### src/rtl/alu_seq_if.sv
// rtl/alu_seq_if.sv - request/response bundle between the EX stage and alu_seq
//
// Ports (master = pipeline side, slave = alu_seq):
//   in_valid/in_ready   request handshake
//   op[4:0]             operation select
//   read1, read2        operands A (rs1) and B (rs2/imm), XLEN bits
//   out_valid/out_ready result handshake
//   out                 registered result, XLEN bits
//   zero                out == 0
//   busy                iterative mul/div in progress
interface alu_seq_if #(
    parameter int XLEN = 32
);
    logic            in_valid;
    logic            in_ready;
    logic [4:0]      op;
    logic [XLEN-1:0] read1;
    logic [XLEN-1:0] read2;
    logic            out_valid;
    logic            out_ready;
    logic [XLEN-1:0] out;
    logic            zero;
    logic            busy;

    modport master (
        output in_valid, op, read1, read2, out_ready,
        input  in_ready, out_valid, out, zero, busy
    );

    modport slave (
        input  in_valid, op, read1, read2, out_ready,
        output in_ready, out_valid, out, zero, busy
    );
endinterface

### src/rtl/alu_seq.sv
// rtl/alu_seq.sv - handshaked RV ALU with iterative M-extension mul/div
//
// Base ops finish on the accept edge; mul/div run one bit per cycle for XLEN
// cycles, with sign correction folded into the last iteration.
// Optional feature macro: ALU_MULDIV_EN (undefined: M ops return 0 in 1 cycle).
//
// Ports:
//   clk    rising-edge clock
//   rst_n  asynchronous active-low reset
//   bus    alu_seq_if.slave (request, operands, result, zero, busy)
module alu_seq #(
    parameter int XLEN  = 32,
    parameter int CNT_W = 6
) (
    input  logic       clk,
    input  logic       rst_n,
    alu_seq_if.slave   bus
);
    localparam int SHW = $clog2(XLEN);

    if (XLEN < 8 || (1 << CNT_W) <= XLEN) begin : g_bad_params
        $error("alu_seq: XLEN must be >= 8 and 2**CNT_W must exceed XLEN");
    end

    typedef enum logic [1:0] {IDLE, BUSY, DONE} state_t;

    state_t          state, state_nxt;
    logic [XLEN-1:0] out_r, out_nxt;
    logic [XLEN-1:0] base_res;
    logic [SHW-1:0]  shamt;

    assign shamt = bus.read2[SHW-1:0];

    // Single-cycle RV base ops, evaluated straight off the request operands.
    always_comb begin
        base_res = '0;
        case (bus.op[3:0])
            4'd0:    base_res = bus.read1 & bus.read2;
            4'd1:    base_res = bus.read1 - bus.read2;
            4'd2:    base_res = bus.read1 << shamt;
            4'd3:    base_res = {{(XLEN-1){1'b0}}, $signed(bus.read1) < $signed(bus.read2)};
            4'd4:    base_res = {{(XLEN-1){1'b0}}, bus.read1 < bus.read2};
            4'd5:    base_res = bus.read1 ^ bus.read2;
            4'd6:    base_res = bus.read1 >> shamt;
            4'd7:    base_res = XLEN'($signed(bus.read1) >>> shamt);
            4'd8:    base_res = bus.read1 | bus.read2;
            4'd9:    base_res = bus.read1 + bus.read2;
            default: base_res = '0;
        endcase
    end

`ifdef ALU_MULDIV_EN
    // acc_hi/acc_lo hold {partial product hi, multiplier} for mul and
    // {partial remainder, dividend/quotient} for div; opb holds the
    // multiplicand or divisor magnitude.
    logic [CNT_W-1:0] cnt, cnt_nxt;
    logic [2:0]       md_op, md_op_nxt;
    logic             neg_res, neg_res_nxt;
    logic             neg_rem, neg_rem_nxt;
    logic [XLEN-1:0]  acc_hi, acc_hi_nxt;
    logic [XLEN-1:0]  acc_lo, acc_lo_nxt;
    logic [XLEN-1:0]  opb, opb_nxt;

    logic            in_is_div, a_signed, b_signed, a_neg, b_neg;
    logic [XLEN-1:0] mag_a, mag_b;

    // op[2]=1 selects div/rem (signed when op[0]=0); for mul, MULHU is the
    // only op with unsigned A, and MULHSU/MULHU have unsigned B.
    assign in_is_div = bus.op[2];
    assign a_signed  = in_is_div ? ~bus.op[0] : (bus.op[1:0] != 2'b11);
    assign b_signed  = in_is_div ? ~bus.op[0] : ~bus.op[1];
    assign a_neg     = a_signed & bus.read1[XLEN-1];
    assign b_neg     = b_signed & bus.read2[XLEN-1];
    assign mag_a     = a_neg ? -bus.read1 : bus.read1;
    assign mag_b     = b_neg ? -bus.read2 : bus.read2;

    logic [XLEN:0]     mul_sum, div_trial;
    logic              div_ok;
    logic [XLEN-1:0]   step_hi, step_lo;
    logic [2*XLEN-1:0] prod_s;
    logic [XLEN-1:0]   quot_s, rem_s, md_res;

    // Div trial subtract never overflows XLEN+1 bits because the partial
    // remainder is always below the divisor, so the top bit is the borrow.
    assign mul_sum   = {1'b0, acc_hi} + (acc_lo[0] ? {1'b0, opb} : '0);
    assign div_trial = {acc_hi, acc_lo[XLEN-1]} - {1'b0, opb};
    assign div_ok    = ~div_trial[XLEN];

    always_comb begin
        if (md_op[2]) begin
            step_hi = div_ok ? div_trial[XLEN-1:0] : {acc_hi[XLEN-2:0], acc_lo[XLEN-1]};
            step_lo = {acc_lo[XLEN-2:0], div_ok};
        end else begin
            step_hi = mul_sum[XLEN:1];
            step_lo = {mul_sum[0], acc_lo[XLEN-1:1]};
        end
    end

    // Sign fix-up on the values the final iteration produces. The signed
    // overflow case (-2^(XLEN-1) / -1) naturally yields read1 and rem 0.
    assign prod_s = neg_res ? -{step_hi, step_lo} : {step_hi, step_lo};
    assign quot_s = neg_res ? -step_lo : step_lo;
    assign rem_s  = neg_rem ? -step_hi : step_hi;

    always_comb begin
        if (md_op[2])
            md_res = md_op[1] ? rem_s : quot_s;
        else if (md_op[1:0] == 2'b00)
            md_res = prod_s[XLEN-1:0];
        else
            md_res = prod_s[2*XLEN-1:XLEN];
    end
`endif

    always_comb begin
        state_nxt = state;
        out_nxt   = out_r;
`ifdef ALU_MULDIV_EN
        cnt_nxt     = cnt;
        md_op_nxt   = md_op;
        neg_res_nxt = neg_res;
        neg_rem_nxt = neg_rem;
        acc_hi_nxt  = acc_hi;
        acc_lo_nxt  = acc_lo;
        opb_nxt     = opb;
`endif
        case (state)
            IDLE: begin
                if (bus.in_valid) begin
                    if (!bus.op[4]) begin
                        out_nxt   = base_res;
                        state_nxt = DONE;
                    end else begin
`ifdef ALU_MULDIV_EN
                        if (in_is_div && bus.read2 == '0) begin
                            out_nxt   = bus.op[1] ? bus.read1 : '1;
                            state_nxt = DONE;
                        end else begin
                            md_op_nxt   = bus.op[2:0];
                            neg_res_nxt = a_neg ^ b_neg;
                            neg_rem_nxt = a_neg;
                            opb_nxt     = in_is_div ? mag_b : mag_a;
                            acc_hi_nxt  = '0;
                            acc_lo_nxt  = in_is_div ? mag_a : mag_b;
                            cnt_nxt     = '0;
                            state_nxt   = BUSY;
                        end
`else
                        out_nxt   = '0;
                        state_nxt = DONE;
`endif
                    end
                end
            end
            BUSY: begin
`ifdef ALU_MULDIV_EN
                acc_hi_nxt = step_hi;
                acc_lo_nxt = step_lo;
                cnt_nxt    = cnt + 1'b1;
                if (cnt == CNT_W'(XLEN - 1)) begin
                    out_nxt   = md_res;
                    cnt_nxt   = '0;
                    state_nxt = DONE;
                end
`else
                state_nxt = IDLE;
`endif
            end
            DONE: begin
                if (bus.out_ready)
                    state_nxt = IDLE;
            end
            default: state_nxt = IDLE;
        endcase
    end

    always_ff @(posedge clk or negedge rst_n) begin
        if (!rst_n) begin
            state <= IDLE;
            out_r <= '0;
`ifdef ALU_MULDIV_EN
            cnt     <= '0;
            md_op   <= '0;
            neg_res <= 1'b0;
            neg_rem <= 1'b0;
            acc_hi  <= '0;
            acc_lo  <= '0;
            opb     <= '0;
`endif
        end else begin
            state <= state_nxt;
            out_r <= out_nxt;
`ifdef ALU_MULDIV_EN
            cnt     <= cnt_nxt;
            md_op   <= md_op_nxt;
            neg_res <= neg_res_nxt;
            neg_rem <= neg_rem_nxt;
            acc_hi  <= acc_hi_nxt;
            acc_lo  <= acc_lo_nxt;
            opb     <= opb_nxt;
`endif
        end
    end

    assign bus.in_ready  = (state == IDLE);
    assign bus.out_valid = (state == DONE);
    assign bus.out       = out_r;
    assign bus.zero      = (out_r == '0);
`ifdef ALU_MULDIV_EN
    assign bus.busy      = (state == BUSY);
`else
    assign bus.busy      = 1'b0;
`endif
endmodule

### src/flat_wrapper.sv
// flat-port wrapper written by rule: the top's interface ports become plain ports
module alu_seq_flat 
#(
    parameter int XLEN  = 32,
    parameter int CNT_W = 6
)
  (clk, rst_n, bus_in_valid, bus_op, bus_read1, bus_read2, bus_out_ready, bus_in_ready, bus_out_valid, bus_out, bus_zero, bus_busy);
  alu_seq_if #(.XLEN(XLEN)) bus_i ();
  input  logic clk;
  input  logic rst_n;
  input wire logic [$bits(bus_i.in_valid)-1:0] bus_in_valid;
  input wire logic [$bits(bus_i.op)-1:0] bus_op;
  input wire logic [$bits(bus_i.read1)-1:0] bus_read1;
  input wire logic [$bits(bus_i.read2)-1:0] bus_read2;
  input wire logic [$bits(bus_i.out_ready)-1:0] bus_out_ready;
  output wire logic [$bits(bus_i.in_ready)-1:0] bus_in_ready;
  output wire logic [$bits(bus_i.out_valid)-1:0] bus_out_valid;
  output wire logic [$bits(bus_i.out)-1:0] bus_out;
  output wire logic [$bits(bus_i.zero)-1:0] bus_zero;
  output wire logic [$bits(bus_i.busy)-1:0] bus_busy;
  assign bus_i.in_valid = bus_in_valid;
  assign bus_i.op = bus_op;
  assign bus_i.read1 = bus_read1;
  assign bus_i.read2 = bus_read2;
  assign bus_i.out_ready = bus_out_ready;
  assign bus_in_ready = bus_i.in_ready;
  assign bus_out_valid = bus_i.out_valid;
  assign bus_out = bus_i.out;
  assign bus_zero = bus_i.zero;
  assign bus_busy = bus_i.busy;
  alu_seq #(.XLEN(XLEN), .CNT_W(CNT_W)) u_core (.clk(clk), .rst_n(rst_n), .bus(bus_i));
endmodule
### config.mk
export PLATFORM = sky130hd
export DESIGN_NAME = alu_seq_flat
export DESIGN_NICKNAME = d
export VERILOG_FILES = /design/src/rtl/alu_seq_if.sv /design/src/rtl/alu_seq.sv /design/src/flat_wrapper.sv
export SDC_FILE = /design/constraint.sdc
export NUM_CORES = 1
export LEC_CHECK = 0
export BUFFER_PORTS_ARGS = -buffer_cell sky130_fd_sc_hd__buf_2
export CAP_MARGIN = 10
export CORE_MARGIN = 2
export CORE_UTILIZATION = 31
export DETAILED_ROUTE_END_ITERATION = 7
export PLACE_DENSITY = 0.49
export SLEW_MARGIN = 20
export SYNTH_ARGS = -nofsm -noshare
export SYNTH_HDL_FRONTEND = slang
export SYNTH_SLANG_ARGS = --single-unit
### constraint.sdc
create_clock -name clk -period 1.65 [get_ports clk]
set_input_delay 0.495 -clock clk [delete_from_list [all_inputs] [get_ports clk]]
set_output_delay 0.495 -clock clk [all_outputs]
set_load 0.02 [all_outputs]
==> metrics.md <==
| Metric | Value |
|---|---|
| Synthesized Nets | `1,537` |
| Drt drc | `0` |
| Initial antenna violation count | `1` |
| Int Pwr | `4.313 mW` |
| Placement Setup Slack | `-1.832 ns` |
| Clock tree from TritonCTS | `done` |
| Final antenna-violating net count | `0` |
| Register share of total power | `12.0%` |
| Fin. Hold Viols | `0` |
| EDFF count, synth | `0` |
| Core area | `32,290 µm²` |
| Met3 Use GR | `3.734%` |
| Commonest non-fill, non-tap cells in the layout | `buf_4, nor2_1, nand2_1` |
| Num ports | `109` |
| Max rail drop VDD | `0.3884 mV` |
| Seq/Total Area, Yosys | `8.197%` |
| LEAKAGE | `7.991 nW` |
| Horiz. Die Dim | `184.3 µm` |
| Met1 Usage GRT | `44.07%` |
| Drt wl/cell | `22.88 µm` |
| Least-Margin Pin Slew | `0.6591 ns` |
| Via density | `5.684` |
| Sw Share | `45.43%` |
| Clk sinks | `33` |
| Die H | `184.3 µm` |
| Aggregate global-route resource usage | `31.51%` |
| PortBufs | `107` |
| 1st-pass router iterations | `8` |
| Fmax | `351.5 MHz` |
| Setup_tns | `-32.74 ns` |
| Clock Power Share | `11.4%` |
| Most used DFF post-synth | `dfrtp_1` |
| CP Class | `primary input to register` |
| Post-Syn Area | `10,070 µm²` |
| Seq. cell area | `825.8 µm²` |
| DP HPWL | `45.67 mm` |
| Core Rows | `66` |
| Max-slew headroom | `56.06%` |
| Filler cells | `3,095` |
| Post-Syn Area per Cell | `7.381 µm²` |
| Total Wirelength | `55.77 mm` |
| Share of cells above drive strength 1 | `52.78%` |
| Max-slew violation count | `0` |
| Final setup fails | `33` |
| Crit Path Max Fanout | `4` |
| Grt ovf | `0` |
| Clock Skew | `0.005931 ns` |
| Clock slew at reported path FFs | `0.05 ns` |
| WP data required | `1.81 ns` |
| Cts hold-fix bufs | `0` |
| Met2 Use GR | `51.28%` |
| Cell variety after synth | `79` |
| Final hold slack | `0.2495 ns` |
| Clock Root Buffer | `clkbuf_16` |
| GP Congestion | `0.9938` |
| Die ar. | `33,960 µm²` |
| Nets | `2,166` |
| Synth-to-layout area growth | `73.36%` |
| RSZ-0062 raised after global routing | `yes` |
| H-tree levels | `2` |
| Clock Latency Late Sink | `0.28 ns` |
| CP Launch Type | `primary input` |
| Num CTS Buffers | `5` |
| Multi-input logic area | `9918 µm²` |
| Vias in the first global route | `13,220` |
| Asr flop ratio synth | `100.0%` |
| Seq cells post-synth | `33` |
| Status | `finished, violations left` |
| PD cells | `452.6 nW/µm²` |
| Diode count | `0` |
| Commonest non-fill, non-tap cell in the layout | `buf_4` |
| Initial Utilization | `31.20%` |
| Global-route wire length before repair | `80.19 mm` |
| Final min period | `2.845 ns` |
| GRT busiest layer | `met2` |
| Clock buffer depth | `2` |
| Crit end category | `register` |
| Failing checks | `negative setup slack` |
| 1st-iter DRT viols | `1,411` |
| Power share of the combinational group | `76.6%` |
| Fin crit share | `172.4%` |
| Worst path arrival time | `3.00 ns` |
| Hold WC Path Type | `primary input to asynchronous set/reset pin` |
| Yosys warning count | `0` |
| Final setup margin | `-1.195 ns` |
| Net Switching | `3.592 mW` |
| Mapped Cells | `1,365` |
| Max-Cap Viols | `0` |
| Largest net degree at the start of global routing | `58` |
| Finished Core Util | `54.09%` |
| Vias | `13,850` |
| Total power | `7.905 mW` |
[logic make-up after synthesis]
logic type,share of synthesized area [%]
xor+xnor,0.9563
flops,8.197
other cells,0.03722
compound gates,32.07
mux,19.14
simple gates,18.49
buf+inv,8.669
fa+ha+maj,12.44
[critical path: stages]
cell      delay (ns)
buf_12          0.11
ha_4            0.13
inv_2           0.03
fa_2            0.34
nand2b_4        0.17
a211oi_4        0.25
o211ai_1        0.17
a21oi_1         0.22
buf_4           0.16
o21ai_4         0.08
or3_4           0.35
a21oi_4         0.17
mux2i_1         0.22
o21ai_1         0.09
[power by group through the flow]
stage / Clock [mW] / Sequential [mW] / Combinational, mW
floorplan: 0 / 1.05 / 2.42
global placement: 0 / 0.947 / 5.11
detailed placement: 0 / 0.951 / 5.13
CTS: 0.917 / 0.949 / 5.55
global route: 0.946 / 0.956 / 6.38
finish: 0.904 / 0.948 / 6.05
[registers in the layout, summed over array words and instances (netlist names)]
name            cells
u_core.bus.out     32
u_core.state        1
[stage by stage]
stage               area, µm²  instances
floorplan               10580       1365
global placement        15460       2383
detailed placement      15460       2383
CTS                     16530       2409
global route            17470       2437
finish                  17470       2437
[layer usage]
| metal | part of all wire, % | wire (µm) |
|---|---|---|
| met2 | 45 | 25050 |
| met5 | 0.022 | 12 |
| met4 | 3.1 | 1724 |
| met3 | 7.4 | 4103 |
| met1 | 45 | 24880 |
[cell type report]
| cell class | instances | share of cell area (%) |
|---|---|---|
| Clock buffer | 6 | 0.7379 |
| Clock inverter | 2 | 0.05731 |
| Inverter | 99 | 2.479 |
| Multi-Input combinational cell | 1122 | 56.79 |
| Sequential cell | 33 | 4.728 |
| Tap cell | 442 | 3.166 |
| Timing Repair Buffer | 733 | 32.04 |
[worst paths after layout]
path,to,slack [ns],cells past startpoint,startpoint
max in group asynchronous,u_core.bus.out[27]$_DFFE_PN0P_,1.09,2,rst_n
hold / removal,u_core.bus.out[6]$_DFFE_PN0P_,0.25,2,rst_n
setup reg to reg,u_core.bus.out[25]$_DFFE_PN0P_,-0.67,11,u_core.state[1]$_DFFE_PN0P_
setup / recovery,u_core.bus.out[28]$_DFFE_PN0P_,-1.19,14,bus_read2[0]
min in group clk,u_core.state[1]$_DFFE_PN0P_,0.39,2,bus_out_ready
hold reg to reg,u_core.bus.out[3]$_DFFE_PN0P_,0.52,2,u_core.bus.out[3]$_DFFE_PN0P_
[cells in the mapped netlist (all sizes together) (10+ instances only)]
library cell | count | area [µm²]
nand2b | 12 | 75.07
a22oi | 18 | 135.1
o21ai | 113 | 569.3
o22ai | 12 | 75.07
nor4 | 17 | 112.6
mux2i | 46 | 460.4
nand4 | 10 | 62.56
dfrtp | 33 | 825.8
ha | 97 | 1214
nor2 | 147 | 551.8
mux4 | 58 | 1344
nand3 | 26 | 130.1
or3 | 15 | 93.84
o31ai | 15 | 112.6
inv | 99 | 371.6
xnor2 | 10 | 87.58
mux2 | 11 | 123.9
o2111ai | 11 | 96.34
buf | 39 | 231.5
clkbuf | 72 | 270.3
a21o | 15 | 112.6
o211ai | 17 | 137.6
nor3 | 32 | 160.2
a221oi | 19 | 166.4
a31oi | 26 | 177.7
o21bai | 14 | 105.1
a21oi | 130 | 654.4
a211oi | 24 | 180.2
nand2 | 106 | 397.9
[what timing repair did]
item                       CTS  global route
resized for setup          172           167
setup endpoints to repair   33            33
pin swaps                   55            86
cloned                       1             1
buffers inserted            17            33
Power figures use the tool's default switching activity.
